### src/rtl/jpc_pkg.sv
// Shared constants for the program-counter block.
//   XLEN_DEFAULT         : default PC/address width
//   RESET_VECTOR_DEFAULT : default PC value held during reset
//   PC_STEP              : sequential instruction stride in bytes
//   ALIGN_MASK           : low PC bits that must be zero for a legal target
package jpc_pkg;

    localparam int unsigned XLEN_DEFAULT         = 32;
    localparam logic [31:0] RESET_VECTOR_DEFAULT = 32'h0000_0000;
    localparam int unsigned PC_STEP              = 4;
    localparam int unsigned ALIGN_MASK           = 3;

endpackage : jpc_pkg

### src/rtl/jpc_pc_align_chk.sv
// Combinational alignment check on a candidate PC target.
// Compiled only when JPC_PC_MISALIGN_CHECK_EN is defined.
//   addr    : candidate target address
//   fault_c : 1 when any bit selected by ALIGN_MASK is set
`ifdef JPC_PC_MISALIGN_CHECK_EN
module jpc_pc_align_chk
    import jpc_pkg::*;
#(
    parameter int unsigned XLEN = XLEN_DEFAULT
) (
    input  logic [XLEN-1:0] addr,
    output logic            fault_c
);

    assign fault_c = |(addr & XLEN'(ALIGN_MASK));

endmodule : jpc_pc_align_chk
`endif

### src/rtl/jpc_pc.sv
// Program counter register with stall control.
// Optional feature macro: JPC_PC_MISALIGN_CHECK_EN (rejects unaligned targets).
//   clk          : clock, rising edge
//   rst          : asynchronous active-low reset
//   next_pc_I    : candidate next PC (sequential or branch target)
//   pc_enable_I  : 1 = load next_pc_I, 0 = hold
//   pc_O         : current PC (registered)
//   pc_plus4_O   : pc_O + 4, wraps modulo 2^XLEN (combinational)
//   pc_valid_O   : 1 from the first edge after reset release (registered)
//   misalign_O   : one-cycle fault pulse on an unaligned load (macro only)
//   fault_pc_O   : last rejected unaligned target (macro only)
module jpc_pc
    import jpc_pkg::*;
#(
    parameter int unsigned     XLEN         = XLEN_DEFAULT,
    parameter logic [XLEN-1:0] RESET_VECTOR = XLEN'(RESET_VECTOR_DEFAULT)
) (
    input  logic            clk,
    input  logic            rst,
    input  logic [XLEN-1:0] next_pc_I,
    input  logic            pc_enable_I,
    output logic [XLEN-1:0] pc_O,
    output logic [XLEN-1:0] pc_plus4_O,
    output logic            pc_valid_O
`ifdef JPC_PC_MISALIGN_CHECK_EN
    ,
    output logic            misalign_O,
    output logic [XLEN-1:0] fault_pc_O
`endif
);

    logic load_c;

`ifdef JPC_PC_MISALIGN_CHECK_EN
    logic unaligned_c;

    jpc_pc_align_chk #(
        .XLEN    (XLEN)
    ) u_align_chk (
        .addr    (next_pc_I),
        .fault_c (unaligned_c)
    );

    // An unaligned target is rejected: the PC holds and the fault is reported.
    assign load_c = pc_enable_I & ~unaligned_c;

    // Fault pulse lasts one cycle; the captured target persists until the next fault.
    always_ff @(posedge clk or negedge rst) begin
        if (!rst) begin
            misalign_O <= 1'b0;
            fault_pc_O <= '0;
        end else if (pc_enable_I && unaligned_c) begin
            misalign_O <= 1'b1;
            fault_pc_O <= next_pc_I;
        end else begin
            misalign_O <= 1'b0;
        end
    end
`else
    assign load_c = pc_enable_I;
`endif

    // PC register and valid flag.
    always_ff @(posedge clk or negedge rst) begin
        if (!rst) begin
            pc_O       <= RESET_VECTOR;
            pc_valid_O <= 1'b0;
        end else begin
            pc_valid_O <= 1'b1;
            if (load_c) begin
                pc_O <= next_pc_I;
            end
        end
    end

    assign pc_plus4_O = pc_O + XLEN'(PC_STEP);

endmodule : jpc_pc

### config.mk
export PLATFORM = sky130hd
export DESIGN_NAME = jpc_pc
export DESIGN_NICKNAME = d
export VERILOG_FILES = /design/src/rtl/jpc_pkg.sv /design/src/rtl/jpc_pc_align_chk.sv /design/src/rtl/jpc_pc.sv
export SDC_FILE = /design/constraint.sdc
export NUM_CORES = 1
export LEC_CHECK = 0
export CAP_MARGIN = 20
export CORE_UTILIZATION = 40
export DETAILED_ROUTE_END_ITERATION = 16
export PLACE_DENSITY = 0.83
export SETUP_SLACK_MARGIN = 0.1
export SKIP_LAST_GASP = 1
export SYNTH_ARGS = -nofsm -noshare
export SYNTH_HDL_FRONTEND = slang
export SYNTH_SLANG_ARGS = --single-unit
### constraint.sdc
create_clock -name clk -period 4.7 [get_ports clk]
set_input_delay 0.94 -clock clk [delete_from_list [all_inputs] [get_ports clk]]
set_output_delay 0.94 -clock clk [all_outputs]
set_load 0.005 [all_outputs]
==> summary.md <==
After the last flow step, the layout net total stands at 288. Setup repair after global routing left no endpoint under its margin. The number of buffer cells added on primary ports came out at 99. The number of setup violations in the final report is 0.

The tools report the type of origin of the critical path as a flop. For this run, the leading register cell type out of synthesis is sky130_fd_sc_hd__dfrtp_1. The cell count after synthesis came out at 152.

The number of buffers and inverters on the critical path was 1; the final worst clock skew was 0 ps. STA puts the critical path data arrival time at 2440 ps. Summed over all failing endpoints, the final setup total negative slack is 0 ps.

The remaining number of nets flagged by the antenna check after routing was 0. The logs give 0.155 mV for the worst supply voltage drop on vdd and 34 for the pin count of the biggest net entering global routing. The later pin in the worst-skew pair is clocked with a latency of 270 ps.

The largest total area in the synthesized netlist belongs to sky130_fd_sc_hd__dfrtp_1. The synthesis-to-finish area growth came out at 63.0%. For this design, the CTS-stage hold fixing added 0 buffers.

In this run the standard cell core region covers 4140 sq um. Of all nets on the critical path, the largest fanout is 8. The final count of pins violating max slew was 0; the share of the cycle needed by the critical path after routing was 71.9%. Cells fill 70.1% of the core in the end. The fraction of layout cells with a size suffix above 1 was 17.8%.

The type of the tightest min-delay check was reg2reg. Type of element capturing the critical path: a primary output. The tools report the via count of the first global-routing pass as 1,363. After floorplanning, the core was divided into 23 placement rows. The synthesized area came out at 1780 sq um. Iteration-0 DRC count of the detailed router: 41.

After clock tree synthesis, the setup repair step added 0 buffers. The post-synthesis mux area share is 19.6%, and the final wirelength is 4.28 mm. For the critical path required time, the log shows 3760 ps. The buffer type at the clock tree root is sky130_fd_sc_hd__clkbuf_8.

Clock-pin slew was measured on the worst setup and hold paths at 60 ps. The Yosys step of the flow raised 0 warnings. In this run, synthesis produced a sequential element count of 33.

The time the worst path needs with I/O delays and setup works out to 3380 ps. For this design, the sink count on the clock tree is 33. The first TritonRoute pass finished after 4 iterations. The commonest cells after synthesis are sky130_fd_sc_hd__dfrtp_1, sky130_fd_sc_hd__mux2_2, sky130_fd_sc_hd__xnor2_1. The transition time at the pin with the least slew margin works out to 832 ps.

By area, the combinational part of the netlist is dominated by multiplexers. The leakage power total was 1.15 nW; the top-level port count was 100. The width of the die came out at 68.8 microns. The worst register-to-register path has a setup slack of 3810 ps. The H-tree generated during clock tree synthesis spans 2 levels.

The netlist uses 22 different library cells. For the final RePlAce weighted congestion, the log shows 0.731. The upper clock frequency limit is 296 MHz, and the global-route wire length before repair is 6.67 mm.

Counting flops with a built-in enable in the synthesized netlist gives 0. The number of buffers on the longest clock path came out at 2. Detailed routing inserted a total of 1,490 vias. From bottom edge to top edge, the die measures 68.8 microns.

For the total congestion overflow, the log shows 0. The async set-reset flop share out of synthesis works out to 100%. The total of cells resized after clock tree synthesis is 0, and the portion of synthesized cell area occupied by the leading cell type is 46.3%. Power spread over the standard cell area amounts to 281 nW/um^2.

The tools report the cell count after placement as 295. Final hold violation count: 0. The critical path goes through ha_1, nand3_1, nor4_4, nand3_1, xnor2_1, clkdlybuf4s50_1. Dividing the detail-routed wire length by the instance count gives 14.1 microns.

The synthesized netlist devotes 16.8% of its cell area to simple gates. The initial antenna violation count is 0. After synthesis, flip-flops and latches occupy 46.3% of the total area. The total CTS buffers was 5; the share of synthesized cell area in full adder, half adder and majority cells was 0.702%. Parity-gate share of the synthesized area counting xor and xnor cells: 13.8%. For the post-route non-filler standard cell count, the log shows 303. For the overall die area, the log shows 4730 sq um. The mean area per synthesized cell was 11.7 sq um. The category of cells accounting for the largest share of critical-path delay is simple AND/OR/NAND/NOR gates. TritonCTS built the clock tree.

The largest single stage delay on the critical path is 520 ps. For the number of DRC violations after detailed routing, the log shows 0. The flow ran to the end, and the final reports show no timing, DRC or antenna violations. Most frequent cell after synthesis: sky130_fd_sc_hd__dfrtp_1.

Cell occurring most often along the worst timing path: sky130_fd_sc_hd__nand3_1. The via density per instance works out to 4.92. Once detailed placement completed, the half-perimeter wirelength came to 3.25 mm. The worst relative slew slack is 44.5%, and the post-synthesis net count is 188. The master of the slowest instance on the critical path was sky130_fd_sc_hd__clkdlybuf4s50_1. Summing the areas of all compound-gate instances in the mapped netlist gives 0.281% of the synthesized area. Sorting the synthesized cells by area gives the leading types as sky130_fd_sc_hd__dfrtp_1, sky130_fd_sc_hd__mux2_2, sky130_fd_sc_hd__xnor2_1.

Once the floorplan was initialized, standard cells occupied 43.0% of the core. Global routing consumed, over all layers together, 19.3% of the routing resources. Number of maximum-capacitance violations: 0. The setup path with the least slack is of type reg2out. 0 antenna diodes ended up in the layout.
## state kept, by name (all words and copies together) (netlist names)
signal / cells
pc_valid_O: 1
pc_O: 32
## worst paths after layout
kind	from	end	cells past startpoint
max in group asynchronous	rst	pc_O[20]$_DFFE_PN0P_	1
worst max-delay path	pc_O[3]$_DFFE_PN0P_	pc_plus4_O[18]	6
worst min-delay path	pc_O[0]$_DFFE_PN0P_	pc_O[0]$_DFFE_PN0P_	1
worst min register to register	pc_O[0]$_DFFE_PN0P_	pc_O[0]$_DFFE_PN0P_	1
min in group asynchronous	rst	pc_O[9]$_DFFE_PN0P_	1
worst max register to register	pc_O[9]$_DFFE_PN0P_	pc_O[9]$_DFFE_PN0P_	1
## through the flow
step	instance area (sq um)	hold WS [ps]	worst slack, ps	power (mW)
after global routing	2910	581	1060	0.862
after global placement	2810	523	1650	0.587
after detailed placement	2810	529	1560	0.592
after floorplan	1780	529	2310	0.430
final	2910	542	1320	0.815
after CTS	2910	549	1250	0.831
## final cells by class
| cell class | count | area [sq um] |
|---|---|---|
| sequential | 33 | 826 |
| clock inverter | 1 | 5.00 |
| multi-input combinational | 110 | 916 |
| clock buffer | 7 | 96.3 |
| fill | 330 | 1240 |
| tap | 50 | 62.6 |
| inverter | 2 | 7.51 |
| timing repair buffer | 100 | 993 |
## power by group
part	total (mW)	internal (mW)	switching [mW]
Combinational	0.229	0.163	0.0664
Sequential	0.354	0.312	0.0421
Clock	0.232	0.132	0.0996
Total	0.815	0.607	0.208
## placed cells by master (no fill, tap or decap)
cell type                         instances
sky130_fd_sc_hd__nor4_4                   2
sky130_fd_sc_hd__inv_1                    2
sky130_fd_sc_hd__xnor2_1                 20
sky130_fd_sc_hd__nand4_1                  7
sky130_fd_sc_hd__or2_1                    2
sky130_fd_sc_hd__and4_1                   2
sky130_fd_sc_hd__nand3_2                  1
sky130_fd_sc_hd__dfrtp_1                 33
sky130_fd_sc_hd__nand3_1                 12
sky130_fd_sc_hd__clkdlybuf4s50_1         98
sky130_fd_sc_hd__nand4_4                  1
sky130_fd_sc_hd__clkinv_2                 1
sky130_fd_sc_hd__clkbuf_2                 1
sky130_fd_sc_hd__nand2_1                  9
sky130_fd_sc_hd__ha_1                     1
sky130_fd_sc_hd__nor3_1                   3
sky130_fd_sc_hd__buf_4                    1
sky130_fd_sc_hd__xor2_1                   8
sky130_fd_sc_hd__clkbuf_8                 7
sky130_fd_sc_hd__o21ai_0                  1
sky130_fd_sc_hd__and3_1                   3
sky130_fd_sc_hd__conb_1                   1
sky130_fd_sc_hd__and2_1                   1
sky130_fd_sc_hd__nor2_1                   5
sky130_fd_sc_hd__mux2_2                  31
## layer usage
| metal | part of all wire [%] | vias up | GRT usage, % |
|---|---|---|---|
| met5 | 0 | - | 0 |
| met4 | 1.1 | 0 | 4.59 |
| met3 | 9.0 | 7 | 6.91 |
| met2 | 47 | 63 | 31.4 |
| met1 | 43 | 691 | 24.5 |
| li1 | - | 729 | - |
## kinds of logic after synthesis
group / Yosys count
simple gates: 48
other cells: 1
flops: 33
compound gates: 1
xor+xnor: 28
fa+ha+maj: 1
buf+inv: 9
mux: 31
Power figures use the tool's default switching activity.
